$ cat src/rtl/rst_seq_pkg.sv
// Shared types and width helpers for the reset sequencer.
package rst_seq_pkg;

  localparam int STATE_W = 2;

  typedef enum logic [STATE_W-1:0] {
    IDLE = 2'd0,
    HOLD = 2'd1,
    REL  = 2'd2
  } state_t;

  function automatic int clog2(input int v);
    int r;
    r = 0;
    for (int i = 0; i < 31; i++) begin
      if ((1 << i) < v) r = i + 1;
    end
    return r;
  endfunction

  // Counter must hold both the largest release delay and HOLD_CYC-1.
  function automatic int cnt_width(input int cnt_w, input int hold_cyc);
    int hw;
    hw = clog2(hold_cyc);
    if (hw < 1) hw = 1;
    return (cnt_w > hw) ? cnt_w : hw;
  endfunction

endpackage

$ cat src/rtl/rst_seq_ctrl.sv
// Reset sequencer: holds targeted domains in reset, then releases them one by
// one in ascending index order after a per-domain delay.
module rst_seq_ctrl
  import rst_seq_pkg::*;
#(
  parameter int N_DOM    = 4,
  parameter int CNT_W    = 8,
  parameter int HOLD_CYC = 16
) (
  input  logic                   clk,
  input  logic                   rst_n,
  input  logic                   sw_rst_req,
  input  logic [N_DOM-1:0]       dom_mask,
  input  logic [N_DOM*CNT_W-1:0] dly,
  output logic [N_DOM-1:0]       dom_rst_n,
  output logic                   busy,
  output logic                   done,
  output logic                   req_drop
);

  localparam int CW = cnt_width(CNT_W, HOLD_CYC);
  localparam int SW = (N_DOM > 1) ? clog2(N_DOM) : 1;
  localparam logic [CW-1:0] HOLD_LAST  = CW'(HOLD_CYC - 1);
  localparam logic [SW-1:0] LAST_STAGE = SW'(N_DOM - 1);

  state_t                   r_state, w_state_next;
  logic [CW-1:0]            r_cnt, w_cnt_next;
  logic [SW-1:0]            r_stage, w_stage_next;
  logic [N_DOM-1:0]         r_active_mask, w_active_mask_next;
  logic [N_DOM*CNT_W-1:0]   r_dly_q, w_dly_q_next;
  logic [N_DOM-1:0]         r_dom_rst_n, w_dom_rst_n_next;
  logic                     r_busy, w_busy_next;
  logic                     r_done, w_done_next;
  logic                     r_req_drop, w_req_drop_next;
  logic                     w_step;
  logic [CNT_W-1:0]         w_dly_arr [N_DOM];

  generate
    for (genvar gi = 0; gi < N_DOM; gi++) begin : g_dly_unpack
      assign w_dly_arr[gi] = r_dly_q[gi*CNT_W +: CNT_W];
    end
  endgenerate

  always_ff @(posedge clk) begin
    if (!rst_n) begin
      r_state       <= HOLD;
      r_cnt         <= '0;
      r_stage       <= '0;
      r_active_mask <= '1;
      r_dly_q       <= dly;
      r_dom_rst_n   <= '0;
      r_busy        <= 1'b1;
      r_done        <= 1'b0;
      r_req_drop    <= 1'b0;
    end else begin
      r_state       <= w_state_next;
      r_cnt         <= w_cnt_next;
      r_stage       <= w_stage_next;
      r_active_mask <= w_active_mask_next;
      r_dly_q       <= w_dly_q_next;
      r_dom_rst_n   <= w_dom_rst_n_next;
      r_busy        <= w_busy_next;
      r_done        <= w_done_next;
      r_req_drop    <= w_req_drop_next;
    end
  end

  always_comb begin
    w_state_next       = r_state;
    w_cnt_next         = r_cnt;
    w_stage_next       = r_stage;
    w_active_mask_next = r_active_mask;
    w_dly_q_next       = r_dly_q;
    w_dom_rst_n_next   = r_dom_rst_n;
    w_busy_next        = r_busy;
    w_done_next        = 1'b0;
    w_req_drop_next    = 1'b0;
    w_step             = 1'b0;

    case (r_state)
      IDLE: begin
        // An empty mask is deliberately a silent no-op.
        if (sw_rst_req && (|dom_mask)) begin
          w_state_next       = HOLD;
          w_cnt_next         = '0;
          w_stage_next       = '0;
          w_active_mask_next = dom_mask;
          w_dly_q_next       = dly;
          w_dom_rst_n_next   = r_dom_rst_n & ~dom_mask;
          w_busy_next        = 1'b1;
        end
      end
      HOLD: begin
        w_req_drop_next = sw_rst_req;
        if (r_cnt == HOLD_LAST) begin
          w_state_next = REL;
          w_cnt_next   = '0;
          w_stage_next = '0;
        end else begin
          w_cnt_next = r_cnt + CW'(1);
        end
      end
      REL: begin
        w_req_drop_next = sw_rst_req;
        if (!r_active_mask[r_stage]) begin
          w_step = 1'b1;
        end else if (r_cnt == CW'(w_dly_arr[r_stage])) begin
          w_step                    = 1'b1;
          w_dom_rst_n_next[r_stage] = 1'b1;
        end else begin
          w_cnt_next = r_cnt + CW'(1);
        end
        if (w_step) begin
          w_cnt_next = '0;
          if (r_stage == LAST_STAGE) begin
            w_state_next = IDLE;
            w_busy_next  = 1'b0;
            w_done_next  = 1'b1;
          end else begin
            w_stage_next = r_stage + SW'(1);
          end
        end
      end
      default: w_state_next = IDLE;
    endcase
  end

  assign dom_rst_n = r_dom_rst_n;
  assign busy      = r_busy;
  assign done      = r_done;
  assign req_drop  = r_req_drop;

endmodule
$ cat config.mk
export PLATFORM = sky130hd
export DESIGN_NAME = rst_seq_ctrl
export DESIGN_NICKNAME = d
export VERILOG_FILES = /design/src/rtl/rst_seq_pkg.sv /design/src/rtl/rst_seq_ctrl.sv
export SDC_FILE = /design/constraint.sdc
export NUM_CORES = 1
export LEC_CHECK = 0
export CORE_MARGIN = 1.5
export CORE_UTILIZATION = 45
export DETAILED_ROUTE_END_ITERATION = 10
export GPL_TIMING_DRIVEN = 0
export PLACE_DENSITY = 0.73
export SETUP_SLACK_MARGIN = 0.1
export SKIP_CTS_REPAIR_TIMING = 1
export SLEW_MARGIN = 25
export SYNTH_ARGS = -nofsm -noshare
export SYNTH_HDL_FRONTEND = slang
export SYNTH_SLANG_ARGS = --single-unit
$ cat constraint.sdc
create_clock -name clk -period 2 [get_ports clk]
set_clock_uncertainty 0.1 [all_clocks]
set_input_delay 0.3 -clock clk [delete_from_list [all_inputs] [get_ports clk]]
set_output_delay 0.3 -clock clk [all_outputs]
set_load 0.01 [all_outputs]
==> qor.yml, run 1 <==
rows: 26
crit_slowest_cell: "mux4_2"
num_vias: 1761
p_per_area_mw_per_mm2: 932
min_path_cells: 2
cts_buffers: 5
worst-path-stages: 8
drc: 0
htreeDepth: 2
die_area_mm2: 0.00597
synth_xor_area_share_pct: 2.82
cts.sinks: 55
slew_headroom_pct: 74.6
period_minus_slack_ps: 2280
r2r_end: "r_cnt[7]$_SDFFE_PN0P_"
ys.flop_type: "edfxtp_1"
switchingPower_uw: 936
synth-edff-count: 32
grt_remaining_overflow: 0
insertedDiodeCount: 0
start_util_pct: 47.7
via_per_inst: 5.59
track_usage_pct: 17.0
crit_family: "multiplexers"
utilization_pct: 64.7
clk_latency_ps: 300
dieHeight_um: 77.3
antenna_found_initial: 0
fill_cells: 403
grt_max_degree: 33
avgSynthCellArea_um2: 13.1
core_mm2: 0.00520
synth_common_cells: "32 x edfxtp_1, 23 x dfxtp_1, 18 x nand2_1"
period_share_pct: 114
synth-seq-cells: 55
ys_seq_area_share_pct: 57.3
worstPathCellList: "buf_12 > mux4_2 > xnor2_2 > nand4_4 > o21ai_4 > buf_6 > a221oi_1 > a21o_1"
max_stage_delay_ps: 520
cts-root-buf: "clkbuf_8"
max_cap_viol_count: 0
met1_usage_pct: 22.0
wl_per_cell_um: 15.6
antenna_left: 0
reg2reg_depth: 8
maxSlewViolCount: 0
grt_pass1_wl_um: 7870
synth_cell_types: 39
status: "complete, but fails checks"
grt_util_met3_pct: 4.05
synthToLayoutAreaGrowth_pct: 35.7
netlist.area_leader.share_pct: 38.7
grt_use_met2_pct: 27.7
worstSetupStartpointType: "register"
reg2reg_from: "r_stage[0]$_SDFFE_PN0P_"
crit_end: "r_cnt[7]$_SDFFE_PN0P_"
portBuffers: 45
p_total_mw: 3.14
totalWireLength_um: 4920
die_w_um: 77.3
dr.pass1.iters: 4
syn_area_mm2: 0.00248
synth_top_family_by_area: "compound AO/OA/AOI/OAI gates"
ios: 46
violations: "setup timing"
first_global_vias: 1723
hp-class: "register to register"
setup_slack_ps: -283
critPathKind: "register to register"
synth-compound-area-share_pct: 12.2
startpoint: "r_stage[0]$_SDFFE_PN0P_"
multi_input_area_mm2: 0.00115
synth_area_leader_cell: "edfxtp_1"
combPwrFrac_pct: 27.4
gr-max-usage-layer: "met2"
drive_gt1_share_pct: 20.0
synth.area.top_cells: "edfxtp_1 39%, dfxtp_1 19%, mux4_2 6.4%"
synthAdderAreaFrac_pct: 4.54
required_ps: 2100
clockBufferDepth: 2
clkPwrFrac_pct: 27.0
cp.arrival_ps: 2380
routabilityCongestion: 0.838
drt_iter0_drc: 99
sequentialPowerShare_pct: 45.6
fmax_mhz: 438
netlist_instances: 190
syn_nets: 238
critPathBufInv: 2
cts_tree: "yes"
tightest_slew_ps: 379
swShare_pct: 29.8
crit_path_max_fanout: 6
muxShareOfSynthArea_pct: 8.47
place_ws_ps: -734
p_int_mw: 2.20
hold_violations: 0
yosys_warnings: 0
rsz0062_at_grt: "true"
fin_hold_ws_ps: 376
register_area_mm2: 0.00143
synthArstFlopShare_pct: 0
synthSimpleGateAreaFrac_pct: 11.7
ir_drop_uv: 488
clk_pin_slew_ps: 90
setup_viol: 18
dp_hpwl_um: 3420
fin_nets: 292
yosysMostFrequentCell: "edfxtp_1"
worstSetupEndpointType: "register"
leakage_nw: 1.23
r2r_setup_slack_ps: -280
cell usage in the layout (no fill, tap or decap), types with 3 or more instances in the layout:
cell type / n
inv_1: 9
dfxtp_1: 22
ha_1: 9
nand2_1: 16
a221oi_1: 5
nand2b_1: 6
edfxtp_1: 32
xnor2_2: 6
clkbuf_8: 5
and3_1: 3
clkdlybuf4s50_1: 45
mux4_2: 7
a21o_1: 7
nand3_1: 12
per-stage QoR:
step | std cells | setup TNS, ps | area (um2)
6_report | 315 | -3780 | 3370
5_1_grt | 315 | -5620 | 3370
4_1_cts | 313 | -18010 | 3190
3_5_place_dp | 305 | -31210 | 3060
3_3_place_gp | 305 | -29180 | 3060
2_1_floorplan | 190 | -789 | 2520
worst min-delay path by stage:
stage	from	endpoint	slack, ps
after floorplan	dom_mask[1]	dom_rst_n[1]$_SDFFE_PN0P_	300
after global placement	r_active_mask[3]$_SDFFE_PN1P_	r_active_mask[3]$_SDFFE_PN1P_	350
after detailed placement	r_active_mask[3]$_SDFFE_PN1P_	r_active_mask[3]$_SDFFE_PN1P_	360
after CTS	r_active_mask[3]$_SDFFE_PN1P_	r_active_mask[3]$_SDFFE_PN1P_	370
after global routing	r_active_mask[1]$_SDFFE_PN1P_	r_active_mask[1]$_SDFFE_PN1P_	410
final	r_active_mask[1]$_SDFFE_PN1P_	r_active_mask[1]$_SDFFE_PN1P_	380
power by group through the flow:
stage               combinational (mW)  sequential [mW]  clock (mW)
global placement                 0.736             1.45           0
floorplan                        0.516             1.43           0
detailed placement               0.746             1.46           0
CTS                              0.746             1.43       0.862
global route                     0.939             1.45       0.916
finish                           0.861             1.43       0.848
cell families (layout without fill, tap and decap cells):
kind of cell / after synthesis / in the layout
AOI/OAI and AO/OA: 39 / 39
and+or+nand+nor: 55 / 55
adders and majority gates: 9 / 9
xor gates and xnor gates: 8 / 8
DFF: 55 / 55
buffers and inverters: 15 / 70
muxes: 9 / 9
sequential cells by signal, indices dropped and copies added, names as in the netlist:
name	count
req_drop	1
r_cnt	8
r_stage	2
r_dly_q	32
r_active_mask	4
dom_rst_n	4
r_state	2
done	1
busy	1
final cells by class:
cell class,count,area share (%)
Buffer,6,1.60
Tap cell,70,2.60
Inverter,9,1.00
Sequential cell,55,42.3
Clock inverter,2,1.78
Clock buffer,6,2.15
Timing Repair Buffer,47,14.4
Multi-Input combinational cell,120,34.1
layer usage:
layer	part of all wire, %	vias up	routed length, um
li1	-	838	-
met2	51	62	2500
met1	42	853	2050
met3	5.7	8	281
met4	1.7	0	85
met5	0	-	0
tightest hold or removal path, cell delays in order, from the launching register on:
cell and delay [ps]:
dfxtp_1 320, nand2_1 50, nand3_1 60
Power figures use the tool's default switching activity.
==> run 2: changes to the inputs <==
--- a/config.mk
+++ b/config.mk
@@ -9,10 +9,11 @@
 export CORE_UTILIZATION = 45
 export DETAILED_ROUTE_END_ITERATION = 10
 export GPL_TIMING_DRIVEN = 0
+export MAX_ROUTING_LAYER = met4
 export PLACE_DENSITY = 0.73
 export SETUP_SLACK_MARGIN = 0.1
 export SKIP_CTS_REPAIR_TIMING = 1
-export SLEW_MARGIN = 25
+export SLEW_MARGIN = 5
 export SYNTH_ARGS = -nofsm -noshare
 export SYNTH_HDL_FRONTEND = slang
 export SYNTH_SLANG_ARGS = --single-unit
==> qor.yml, run 2 (synthesized netlist as in run 1, its figures left out) <==
status: "complete, but fails checks"
violations: "setup timing"
clk_pin_slew_ps: 90
start_util_pct: 47.7
p_total_mw: 3.13
htreeDepth: 2
placed_area_mm2: 0.00306
via_per_inst: 5.57
dieHeight_um: 77.3
fin_nets: 292
routabilityCongestion: 0.851
swShare_pct: 29.7
hold_violations: 0
reg.largest.list: "r_dly_q (32), r_cnt (8)"
combPwrFrac_pct: 27.4
grt_max_degree: 33
crit_path_max_fanout: 6
period_share_pct: 114
setup_viol: 18
period_minus_slack_ps: 2280
ir_drop_uv: 488
switchingPower_uw: 930
worstPathCellList: "buf_12 > mux4_2 > xnor2_2 > nand4_4 > o21ai_4 > buf_6 > a221oi_1 > a21o_1"
tightest_slew_ps: 382
worstSetupStartpointType: "register"
cts.sinks: 55
portBuffers: 45
clkPwrFrac_pct: 27.0
die_area_mm2: 0.00597
cts_tree: "yes"
rsz0062_at_grt: "true"
clockBufferDepth: 2
grt_remaining_overflow: 0
rows: 26
num_vias: 1753
mostFrequentLayoutCell: "clkdlybuf4s50_1"
dp_hpwl_um: 3420
stdcell_count: 315
fmax_mhz: 438
wl_per_cell_um: 15.5
drc: 0
cts-root-buf: "clkbuf_8"
place_ws_ps: -734
ios: 46
worstSetupEndpointType: "register"
synthToLayoutAreaGrowth_pct: 35.7
final_cell_mix: "45 x clkdlybuf4s50_1, 32 x edfxtp_1, 22 x dfxtp_1"
max_stage_delay_ps: 520
finalInstanceArea_mm2: 0.00337
insertedDiodeCount: 0
slew_headroom_pct: 74.4
maxSlewViolCount: 0
sequentialPowerShare_pct: 45.6
crit_slowest_cell: "mux4_2"
p_int_mw: 2.20
cp.arrival_ps: 2380
antenna_found_initial: 0
first_global_vias: 1723
drive_gt1_share_pct: 20.0
fill_cells: 403
hp-class: "register to register"
grt_pass1_wl_um: 7870
track_usage_pct: 17.5
antenna_left: 0
dr.pass1.iters: 4
top_register: "r_dly_q"
required_ps: 2100
drt_iter0_drc: 122
cts_buffers: 5
largest_reg_flops: 32
totalWireLength_um: 4900
core_mm2: 0.00520
p_per_area_mw_per_mm2: 930
dp.cells: 305
setup_slack_ps: -283
die_w_um: 77.3
critPathKind: "register to register"
leakage_nw: 1.23
max_cap_viol_count: 0
clk_latency_ps: 300
[run 2: per-stage QoR]
| step | hold WS (ps) | util (%) | TNS (ps) |
|---|---|---|---|
| 5_1_grt | 410 | 64.7 | -5620 |
| 3_3_place_gp | 346 | 58.8 | -29180 |
| 2_1_floorplan | 298 | - | -789 |
| 3_5_place_dp | 356 | 58.8 | -31210 |
| 4_1_cts | 375 | 61.3 | -18010 |
| 6_report | 376 | 64.7 | -3810 |
[run 2: layer usage]
layer | GRT usage (%) | wire length, um | vias to the layer above
met5 | - | 0 | -
met4 | 6.18 | 85 | 0
met3 | 3.93 | 222 | 7
met2 | 27.7 | 2490 | 53
met1 | 22.0 | 2100 | 851
li1 | - | - | 842
[run 2: path summary, 6_finish.rpt]
kind / from / end / slack, ps / cells after the start
max reg2reg: r_stage[0]$_SDFFE_PN0P_ / r_cnt[7]$_SDFFE_PN0P_ / -280 / 8
min reg2reg: r_active_mask[1]$_SDFFE_PN1P_ / r_active_mask[1]$_SDFFE_PN1P_ / 380 / 2
max: r_stage[0]$_SDFFE_PN0P_ / r_cnt[7]$_SDFFE_PN0P_ / -280 / 8
min: r_active_mask[1]$_SDFFE_PN1P_ / r_active_mask[1]$_SDFFE_PN1P_ / 380 / 2
[run 2: cell type report]
type | count | area, um2 | share of cell area (%)
tap | 70 | 87.6 | 2.60
inverter | 9 | 33.8 | 1.00
sequential | 55 | 1430 | 42.3
clock buffer | 6 | 72.6 | 2.15
clock inverter | 2 | 60.1 | 1.78
multi-input combinational | 120 | 1150 | 34.1
buffer | 6 | 53.8 | 1.60
timing repair buffer | 47 | 487 | 14.4
[run 2: power by group through the flow]
stage	clock [mW]	sequential, mW	combinational, mW
after detailed placement	0	1.46	0.746
after global routing	0.916	1.45	0.939
after global placement	0	1.45	0.736
after floorplan	0	1.43	0.516
after CTS	0.862	1.43	0.746
final	0.847	1.43	0.859
[run 2: critical path: cells and delay by family, from the launching register on]
| family | cells | cell delay, ps |
|---|---|---|
| flip-flops | 1 | 430 |
| AO/OA/AOI/OAI | 3 | 480 |
| AND/OR/NAND/NOR | 1 | 180 |
| buffers and inverters | 2 | 280 |
| XOR/XNOR | 1 | 200 |
| multiplexers | 1 | 520 |
==> run 3: changes to the inputs <==
--- a/config.mk
+++ b/config.mk
@@ -5,7 +5,6 @@
 export SDC_FILE = /design/constraint.sdc
 export NUM_CORES = 1
 export LEC_CHECK = 0
-export CORE_MARGIN = 1.5
 export CORE_UTILIZATION = 45
 export DETAILED_ROUTE_END_ITERATION = 10
 export GPL_TIMING_DRIVEN = 0
==> qor.yml, run 3 (synthesized netlist as in run 1, its figures left out) <==
status: "complete, but fails checks"
violations: "setup timing"
slew_headroom_pct: 67.6
worstSetupEndpointType: "register"
grt_remaining_overflow: 0
leakage_nw: 1.22
die_w_um: 76.3
rows: 26
finalSetupTns_ps: -3380
r2r_end: "r_stage[1]$_SDFFE_PN0P_"
drive_gt1_share_pct: 21.1
rsz0062_at_grt: "true"
track_usage_pct: 17.2
ios: 46
required_ps: 2100
cts-root-buf: "clkbuf_8"
clk_latency_ps: 310
final_cell_mix: "45 x clkdlybuf4s50_1, 32 x edfxtp_1, 22 x dfxtp_1"
htreeDepth: 2
via_per_inst: 5.46
reg.largest.list: "r_dly_q (32), r_cnt (8)"
mostFrequentLayoutCell: "clkdlybuf4s50_1"
hold_start: "r_active_mask[0]$_SDFFE_PN1P_"
dp.cells: 305
core_mm2: 0.00520
dp_hpwl_um: 3250
p_total_mw: 2.95
tightest_slew_ps: 485
cts_tree: "yes"
stdcell_count: 316
hp-class: "register to register"
hold_violations: 0
fmax_mhz: 445
num_vias: 1724
die_area_mm2: 0.00582
antenna_left: 0
drt_iter0_drc: 115
synthToLayoutAreaGrowth_pct: 34.1
clockBufferDepth: 2
routabilityCongestion: 0.827
place_ws_ps: -665
period_share_pct: 112
fill_cells: 419
grt_max_degree: 33
critPathKind: "register to register"
cts_buffers: 5
drc: 0
insertedDiodeCount: 0
crit_slowest_cell: "mux4_2"
worstPathCellList: "buf_12 > mux4_2 > xnor2_2 > nand4_4 > o21ai_4 > buf_6 > a41o_1 > o31ai_1"
totalWireLength_um: 4670
fin_nets: 293
dr.pass1.iters: 4
reg2reg_from: "r_stage[0]$_SDFFE_PN0P_"
max_cap_viol_count: 0
wl_per_cell_um: 14.8
setup_slack_ps: -248
period_minus_slack_ps: 2250
portBuffers: 45
critPathBufInv: 2
maxSlewViolCount: 0
crit_path_max_fanout: 7
setup_viol: 18
antenna_found_initial: 0
min_path_cells: 2
worstSetupStartpointType: "register"
min_to: "r_active_mask[0]$_SDFFE_PN1P_"
max_stage_delay_ps: 520
largest_reg_flops: 32
ir_drop_uv: 512
reg2reg_depth: 8
first_global_vias: 1692
clk_pin_slew_ps: 100
fin_hold_ws_ps: 385
grt_pass1_wl_um: 7670
cp.arrival_ps: 2350
p_per_area_mw_per_mm2: 887
start_util_pct: 47.7
top_register: "r_dly_q"
cts.sinks: 55
crit_family: "multiplexers"
dieHeight_um: 76.3
r2r_setup_slack_ps: -250
## run 3: cell count changes in the layout (fill, tap and decap cells not counted), sizes merged
cell	before	now
clkinv	0	2
nand2	18	19
buf	4	5
clkbuf	10	8
clkinvlp	0	1
bufinv	2	0
## run 3: how the worst max path moves through the flow
stage | start | end | cells past startpoint
floorplan | r_stage[0]$_SDFFE_PN0P_ | r_cnt[2]$_SDFFE_PN0P_ | 8
global placement | dom_mask[3] | r_dly_q[6]$_DFFE_PP_ | 5
detailed placement | dom_mask[3] | r_dly_q[6]$_DFFE_PP_ | 5
CTS | dom_mask[3] | r_dly_q[30]$_DFFE_PP_ | 5
global route | r_stage[0]$_SDFFE_PN0P_ | dom_rst_n[2]$_SDFFE_PN0P_ | 7
finish | r_stage[0]$_SDFFE_PN0P_ | r_stage[1]$_SDFFE_PN0P_ | 8
## run 3: metal layers
layer / wire (um) / GRT usage [%]
met5: 0 / -
met3: 213 / 3.83
met1: 2100 / 23.1
met2: 2280 / 25.4
met4: 80 / 6.54
## run 3: report_power, final
| part | switching, mW | internal, mW |
|---|---|---|
| logic | 0.533 | 0.369 |
| registers | 0.0734 | 1.35 |
| clock network | 0.374 | 0.251 |
## run 3: per-stage QoR
step	util, %	instance area, um2
6_report	63.9	3330
5_1_grt	63.9	3330
4_1_cts	60.6	3150
3_5_place_dp	58.8	3060
3_3_place_gp	58.8	3060
2_1_floorplan	-	2520
## run 3: cell type report
class	instances	area [um2]	area share (%)
tap	70	87.6	2.63
sequential	55	1430	42.8
buffer	6	53.8	1.62
multi-input combinational	121	1160	35.0
clock inverter	3	25.0	0.752
clock buffer	5	68.8	2.07
timing repair buffer	47	469	14.1
inverter	9	33.8	1.02
## run 3: worst reg2reg max path: stages (launching register included)
cell and delay (ps):
dfxtp_4 400, buf_12 140, mux4_2 530, xnor2_2 200, nand4_4 170, o21ai_4 210, buf_6 150, a41o_1 170
o31ai_1 70
